===== src/rtl/configs_loader.sv =====
// configs_loader: write-side sequencer for the configuration-latch array.
// Accepts NUM_WORDS configuration words and, for each one, drives the shared
// latch data bus one cycle before, during and after a single one-hot enable
// strobe (LOAD -> SETUP -> STROBE -> HOLD, four cycles per word).
// Optional feature macro: CFG_LOADER_CHECKSUM_EN
//   defined   -> a trailing XOR checksum word is accepted in CHK and compared
//                against the XOR of all loaded words; mismatch raises io_err.
//   undefined -> no CHK state, no accumulator, io_err tied low.
module configs_loader #(
  parameter int WORD_W    = 32,
  parameter int NUM_WORDS = 13,
  parameter int CNT_W     = 4
) (
  input  logic                 clk,
  input  logic                 reset,
  input  logic                 io_start,
  input  logic                 io_in_valid,
  output logic                 io_in_ready,
  input  logic [WORD_W-1:0]    io_in_data,
  output logic [WORD_W-1:0]    io_d_out,
  output logic [NUM_WORDS-1:0] io_configs_en,
  output logic                 io_busy,
  output logic                 io_done,
  output logic                 io_err,
  output logic [2:0]           dbg_state
);

  // Handshake: a word transfers on a rising clk edge where io_in_valid and
  // io_in_ready are both high. io_in_ready depends only on the FSM state
  // (high in LOAD and CHK), never on io_in_valid; the source may hold valid
  // high for any number of cycles and must keep io_in_data stable while it does.

  typedef enum logic [2:0] {
    S_IDLE   = 3'd0,
    S_LOAD   = 3'd1,
    S_SETUP  = 3'd2,
    S_STROBE = 3'd3,
    S_HOLD   = 3'd4,
`ifdef CFG_LOADER_CHECKSUM_EN
    S_CHK    = 3'd5,
`endif
    S_DONE   = 3'd6
  } state_t;

  localparam logic [NUM_WORDS-1:0] EN_ONE    = NUM_WORDS'(1);
  localparam logic [CNT_W-1:0]     LAST_WORD = CNT_W'(NUM_WORDS - 1);

  state_t                 state_q, state_d;
  logic [CNT_W-1:0]       wc_q, wc_d;
  logic [WORD_W-1:0]      d_q, d_d;
  logic [NUM_WORDS-1:0]   en_q, en_d;
`ifdef CFG_LOADER_CHECKSUM_EN
  logic [WORD_W-1:0]      acc_q, acc_d;
  logic                   err_q, err_d;
`endif

  // State and datapath registers; reset abandons any load and drops enables at once.
  always_ff @(posedge clk or negedge reset) begin
    if (!reset) begin
      state_q <= S_IDLE;
      wc_q    <= '0;
      d_q     <= '0;
      en_q    <= '0;
`ifdef CFG_LOADER_CHECKSUM_EN
      acc_q   <= '0;
      err_q   <= 1'b0;
`endif
    end else begin
      state_q <= state_d;
      wc_q    <= wc_d;
      d_q     <= d_d;
      en_q    <= en_d;
`ifdef CFG_LOADER_CHECKSUM_EN
      acc_q   <= acc_d;
      err_q   <= err_d;
`endif
    end
  end

  // Next-state, next-register values and the combinational handshake/status outputs.
  always_comb begin
    state_d     = state_q;
    wc_d        = wc_q;
    d_d         = d_q;
    en_d        = '0;
    io_in_ready = 1'b0;
    io_done     = 1'b0;
`ifdef CFG_LOADER_CHECKSUM_EN
    acc_d       = acc_q;
    err_d       = err_q;
`endif
    case (state_q)
      S_IDLE: begin
        if (io_start) begin
          state_d = S_LOAD;
          wc_d    = '0;
`ifdef CFG_LOADER_CHECKSUM_EN
          acc_d   = '0;
          err_d   = 1'b0;
`endif
        end
      end
      S_LOAD: begin
        io_in_ready = 1'b1;
        if (io_in_valid) begin
          state_d = S_SETUP;
          d_d     = io_in_data;
`ifdef CFG_LOADER_CHECKSUM_EN
          acc_d   = acc_q ^ io_in_data;
`endif
        end
      end
      S_SETUP: begin
        // Data bus has been stable for a full cycle; raise this word's strobe next.
        state_d = S_STROBE;
        en_d    = EN_ONE << wc_q;
      end
      S_STROBE: begin
        state_d = S_HOLD;
      end
      S_HOLD: begin
        if (wc_q == LAST_WORD) begin
`ifdef CFG_LOADER_CHECKSUM_EN
          state_d = S_CHK;
`else
          state_d = S_DONE;
`endif
        end else begin
          wc_d    = wc_q + 1'b1;
          state_d = S_LOAD;
        end
      end
`ifdef CFG_LOADER_CHECKSUM_EN
      S_CHK: begin
        // Checksum word is consumed here but never driven onto the latch bus.
        io_in_ready = 1'b1;
        if (io_in_valid) begin
          err_d   = (io_in_data != acc_q);
          state_d = S_DONE;
        end
      end
`endif
      S_DONE: begin
        io_done = 1'b1;
        state_d = S_IDLE;
      end
      default: begin
        state_d = S_IDLE;
      end
    endcase
  end

  assign io_d_out      = d_q;
  assign io_configs_en = en_q;
  assign io_busy       = (state_q != S_IDLE);
  assign dbg_state     = state_q;
`ifdef CFG_LOADER_CHECKSUM_EN
  assign io_err        = err_q;
`else
  assign io_err        = 1'b0;
`endif

endmodule


===== config.mk =====
export PLATFORM = sky130hd
export DESIGN_NAME = configs_loader
export DESIGN_NICKNAME = d
export VERILOG_FILES = /design/src/rtl/configs_loader.sv
export SDC_FILE = /design/constraint.sdc
export NUM_CORES = 1
export LEC_CHECK = 0
export CAP_MARGIN = 10
export CORE_ASPECT_RATIO = 1.25
export CORE_UTILIZATION = 42
export DETAILED_ROUTE_END_ITERATION = 8
export PLACE_DENSITY = 0.87
export SLEW_MARGIN = 20
export SYNTH_ARGS = -nofsm -noshare
export SYNTH_HDL_FRONTEND = slang
export SYNTH_SLANG_ARGS = --single-unit

===== constraint.sdc =====
create_clock -name clk -period 2.3 [get_ports clk]
set_clock_uncertainty 0.1 [all_clocks]
set_input_delay 0.575 -clock clk [delete_from_list [all_inputs] [get_ports clk]]
set_output_delay 0.575 -clock clk [all_outputs]
set_load 0.02 [all_outputs]

Word level (Yosys, flattened, before mapping) --
Cells that the tools add are included.
Word-level totals: input port bits 36, bits in registers 52
Operators by class: reductions and logical operators 6, $add $sub $neg 1, equal/unequal tests 9, shift operators 1, multiplexer cells 10
Operators with widths (number):
- $pmux W3 S5 | 1
- $mux W13 | 1
- $shl A1 B4 Y13 const A | 1
- $mux W3 | 3
- $mux W4 | 2
- $pmux W4 S2 | 1
- $eq A3 B2 Y1 const B | 2
- $eq A3 B3 Y1 const B | 2
- $ne A2 B2 Y1 const B | 3
- $add A4 B1 Y4 const B | 1
- $eq A4 B4 Y1 const B | 1
- $reduce_and A2 Y1 | 2
- $eq A3 B1 Y1 const B | 1
- $logic_not A3 Y1 | 1
- $reduce_and A3 Y1 | 1
- $reduce_bool A3 Y1 | 1
- $mux W1 | 2
- $reduce_bool A2 Y1 | 1

Depth between registers and ports, before layout --
depth in word-level cells 3, depth in mapped cells 5

Least setup slack after synthesis --
OpenSTA, ideal clock, no wires.
kind register to output, start point register state_q[1] (netlist: dbg_state[1]), end point output port io_done, cell stages (with the launch flop) 4, slack 0.341 ns, buffers on the path 1, data arrival time 1.284 ns, cell sequence dfrtp_1 > buf_2 > inv_1 > nor3b_1
On the way: longest elaborated chain between the ends 2
RTL lines:
- from (decl) | RTL line 48 | state_t state_q, state_d;
- from (signal assigned) | RTL line 69 | state_q <= state_d;
- $eq A3 B3 Y1 | RTL line 92 | case (state_q)
- $mux W1 | RTL line 92
- to (decl) | RTL line 23 | output logic io_done,
No other way between the ends.

Final worst setup path --
start point register state_q[0] (netlist: dbg_state[0]), end point output port io_done
Same word-level chain as after synthesis.

==> impl_metrics.csv <==
group,metric,value,unit
job,timing.max_cap.violations,0,
worst_setup_path,cp_max_fo,7,
power_and_ir_drop,ir_worst_vdd,0.881,mV
die,rows,28,
clock_network,tritoncts,"yes",
die,die_h,81.5,µm
layout,final_util,66.1,%
worst_setup_path,crit_slowest_cell,"dfrtp_2",
worst_setup_path,path_cells,"buf_4 -> nor3b_1 -> dlygate4sd2_1",
sta,post-route-min-period,2.11,ns
global_routing,grt_pass1_wl,6850,µm
die,die_w,65.6,µm
die,start_util,44.3,%
clock_network,cts_root_buf,"clkbuf_8",
layout,ff_latch_area,0.00130,mm²
sta,finalSetupViolations,0,
hold_path,hp-class,"input pin to async pin",
clock_network,hold_buffers,0,
global_routing,grt-ovfl-total,0,
die,core,0.00480,mm²
worst_setup_path,cp_top_family,"buffers and inverters",
synthesis,synth_top_family_by_area,"multiplexers",
route,drt-total-wl,4230,µm
synthesis,syn_area,0.00212,mm²
placement,portBuffers,86,
layout,nFillCells,369,
sta,drv_slew,0,
worst_setup_path,crit_type,"flip-flop to primary output",
clock_network,cts-buffers-inserted,5,
power_and_ir_drop,power.leakage,1.39,nW
layout,drive_gt1_share,22.8,%
clock_network,insertion_delay,0.30,ns
sta,grt_setup_unrepaired,"no",
sta,fin_ws,0.190,ns
synthesis,synth_compound_area_share,2.36,%
placement,post-place-ws,0.138,ns
worst_setup_path,cp-end-kind,"primary output",
route,first_iter_violations,38,
worst_setup_path,arrival,1.43,ns
route,dr.pass1.iters,3,
synthesis,synth_nets,191,
layout,multiInputGateArea,752,µm²
sta,max_freq,474,MHz
global_routing,grt_pass1_vias,1513,
worst_setup_path,cp-start-kind,"flip-flop",
route,avgRoutedWirePerCell,14.1,µm
synthesis,synth-xor-area-share,0,%
synthesis,synth-seq-cells,52,
clock_network,cts.clk_slew.worst_paths,0.09,ns
worst_setup_path,cp_num_buf_inv,2,
global_routing,antenna_found_initial,0,
synthesis,seq_area_frac_synth,61.2,%
sta,relSlewSlack,60.9,%
synthesis,synthAdderAreaFrac,3.53,%
clock_network,cts_sinks,52,
worst_setup_path,max_stage_delay,0.43,ns
synthesis,avgSynthCellArea,14.3,µm²
worst_setup_path,cp_data_required_time,1.62,ns
layout,diodes,0,
synthesis,syn_inst,149,
route,final_antenna_net_count,0,
route,drc_errors,0,
sta,hold_viol,0,
sta,hold-worst-slack,0.168,ns
layout,areaGrowthSynthToFinish,49.2,%
placement,dp_hpwl,3200,µm
placement,gp_congestion,0.780,
global_routing,grt_start_max_net_pins,29,
outcome,status,"completed",
clock_network,cts.htree.levels,2,
route,vias,1471,
synthesis,yosys_warnings,0,
synthesis,synthSimpleGateAreaFrac,10.7,%
route,via_per_inst,4.89,
sta,finalCritPeriodShare,91.7,%
sta,setup_tns,0,ns
power_and_ir_drop,powerDensity,1250,mW/mm²
global_routing,grtUsageTotal,17.1,%
die,die-area,0.00535,mm²
clock_network,cts.path.max_buffers,2,
sta,worstMarginPinSlew,0.587,ns
synthesis,synth_cell_types,30,
layout,nets,282,
die,ios,88,
synthesis,synth.mux.area_fraction,18.5,%
[per-stage QoR]
step	instances	instance area [µm²]	power (mW)
final	301	3170	3.96
after global routing	301	3170	4.21
after CTS	299	3150	3.99
after detailed placement	291	3040	3.37
after global placement	291	3040	3.31
after floorplan	149	2120	2.49
[state kept, by name (all words and copies together), names as in the netlist]
register       count
wc_q               4
io_d_out          32
dbg_state          3
io_configs_en     13
[timing repair]
item,CTS,global route
pin swaps,0,0
setup endpoints to repair,3,1
buffers inserted,0,2
gates cloned,0,0
resized for setup,4,2
[layer usage]
layer	global-route usage [%]	wire (µm)	up-vias
li1	-	-	690
met1	19.5	1660	720
met2	29.6	2210	56
met3	4.72	301	5
met4	8.26	61	0
met5	0	0	-
[final cells by class]
cell class | count | area share, %
Inverter | 4 | 0.474
Clock inverter | 3 | 1.34
Tap cell | 60 | 2.37
Clock buffer | 5 | 2.17
Timing Repair Buffer | 92 | 28.8
Multi-Input combinational cell | 85 | 23.7
Sequential cell | 52 | 41.1
[synth_stat cells]
library cell	instances	area share, %
inv_1	4	0.71
clkbuf_1	2	0.35
o21ai_0	1	0.24
nor3_1	2	0.47
buf_2	2	0.47
ha_1	6	3.5
nor3b_4	1	0.88
nand3_1	2	0.47
or3b_1	1	0.41
nand3b_1	1	0.35
and2_1	8	2.4
o21a_1	1	0.35
buf_6	3	1.6
nand4_1	1	0.29
o311ai_0	1	0.41
and3_1	4	1.2
or3b_2	1	0.41
nand2_1	3	0.53
mux2_2	34	18
nor2_1	7	1.2
o211ai_1	1	0.35
mux2i_1	1	0.47
and4_1	1	0.41
buf_4	1	0.35
conb_1	1	0.18
dfrtp_1	52	61
o22ai_1	2	0.59
a211o_1	1	0.41
nand2b_4	1	0.65
nor3b_1	3	1.1
[cell families (layout without fill, tap and decap cells)]
family	Yosys count	count (layout)
AOI/OAI and AO/OA	7	7
adders and majority gates	6	6
buffers and inverters	12	104
DFF	52	52
muxes	35	35
other	1	1
and+or+nand+nor	36	36
[power breakdown]
part           total (mW)  switching, mW  internal (mW)
Combinational        1.92          0.888           1.03
Sequential           1.43          0.186           1.24
Clock               0.607          0.285          0.322
Total                3.96           1.36           2.60
[path summary, 6_finish.rpt]
check	slack [ns]	end	depth (start not counted)	start
setup / recovery	0.19	io_done	3	dbg_state[0]
hold / removal	0.17	wc_q[1]	1	reset
setup reg to reg	0.56	wc_q[2]	5	wc_q[0]
hold reg to reg	0.41	io_d_out[3]	1	io_d_out[3]
max in group asynchronous	1.39	io_d_out[22]	2	reset
min in group clk	0.41	io_d_out[3]	1	io_d_out[3]
[layout by cell type, fill, tap and decap left out, drive strengths merged, types with 2 or more instances in the layout]
| cell | count |
|---|---|
| nor2 | 7 |
| nor3b | 4 |
| nor3 | 2 |
| buf | 7 |
| o22ai | 2 |
| or3b | 2 |
| ha | 6 |
| and3 | 4 |
| clkbuf | 5 |
| mux2 | 34 |
| dfrtp | 52 |
| clkdlybuf4s50 | 82 |
| inv | 4 |
| and2 | 8 |
| dlygate4sd2 | 2 |
| nand3 | 2 |
| nand2 | 3 |
Note: power is estimated with default switching activity, not from simulation.
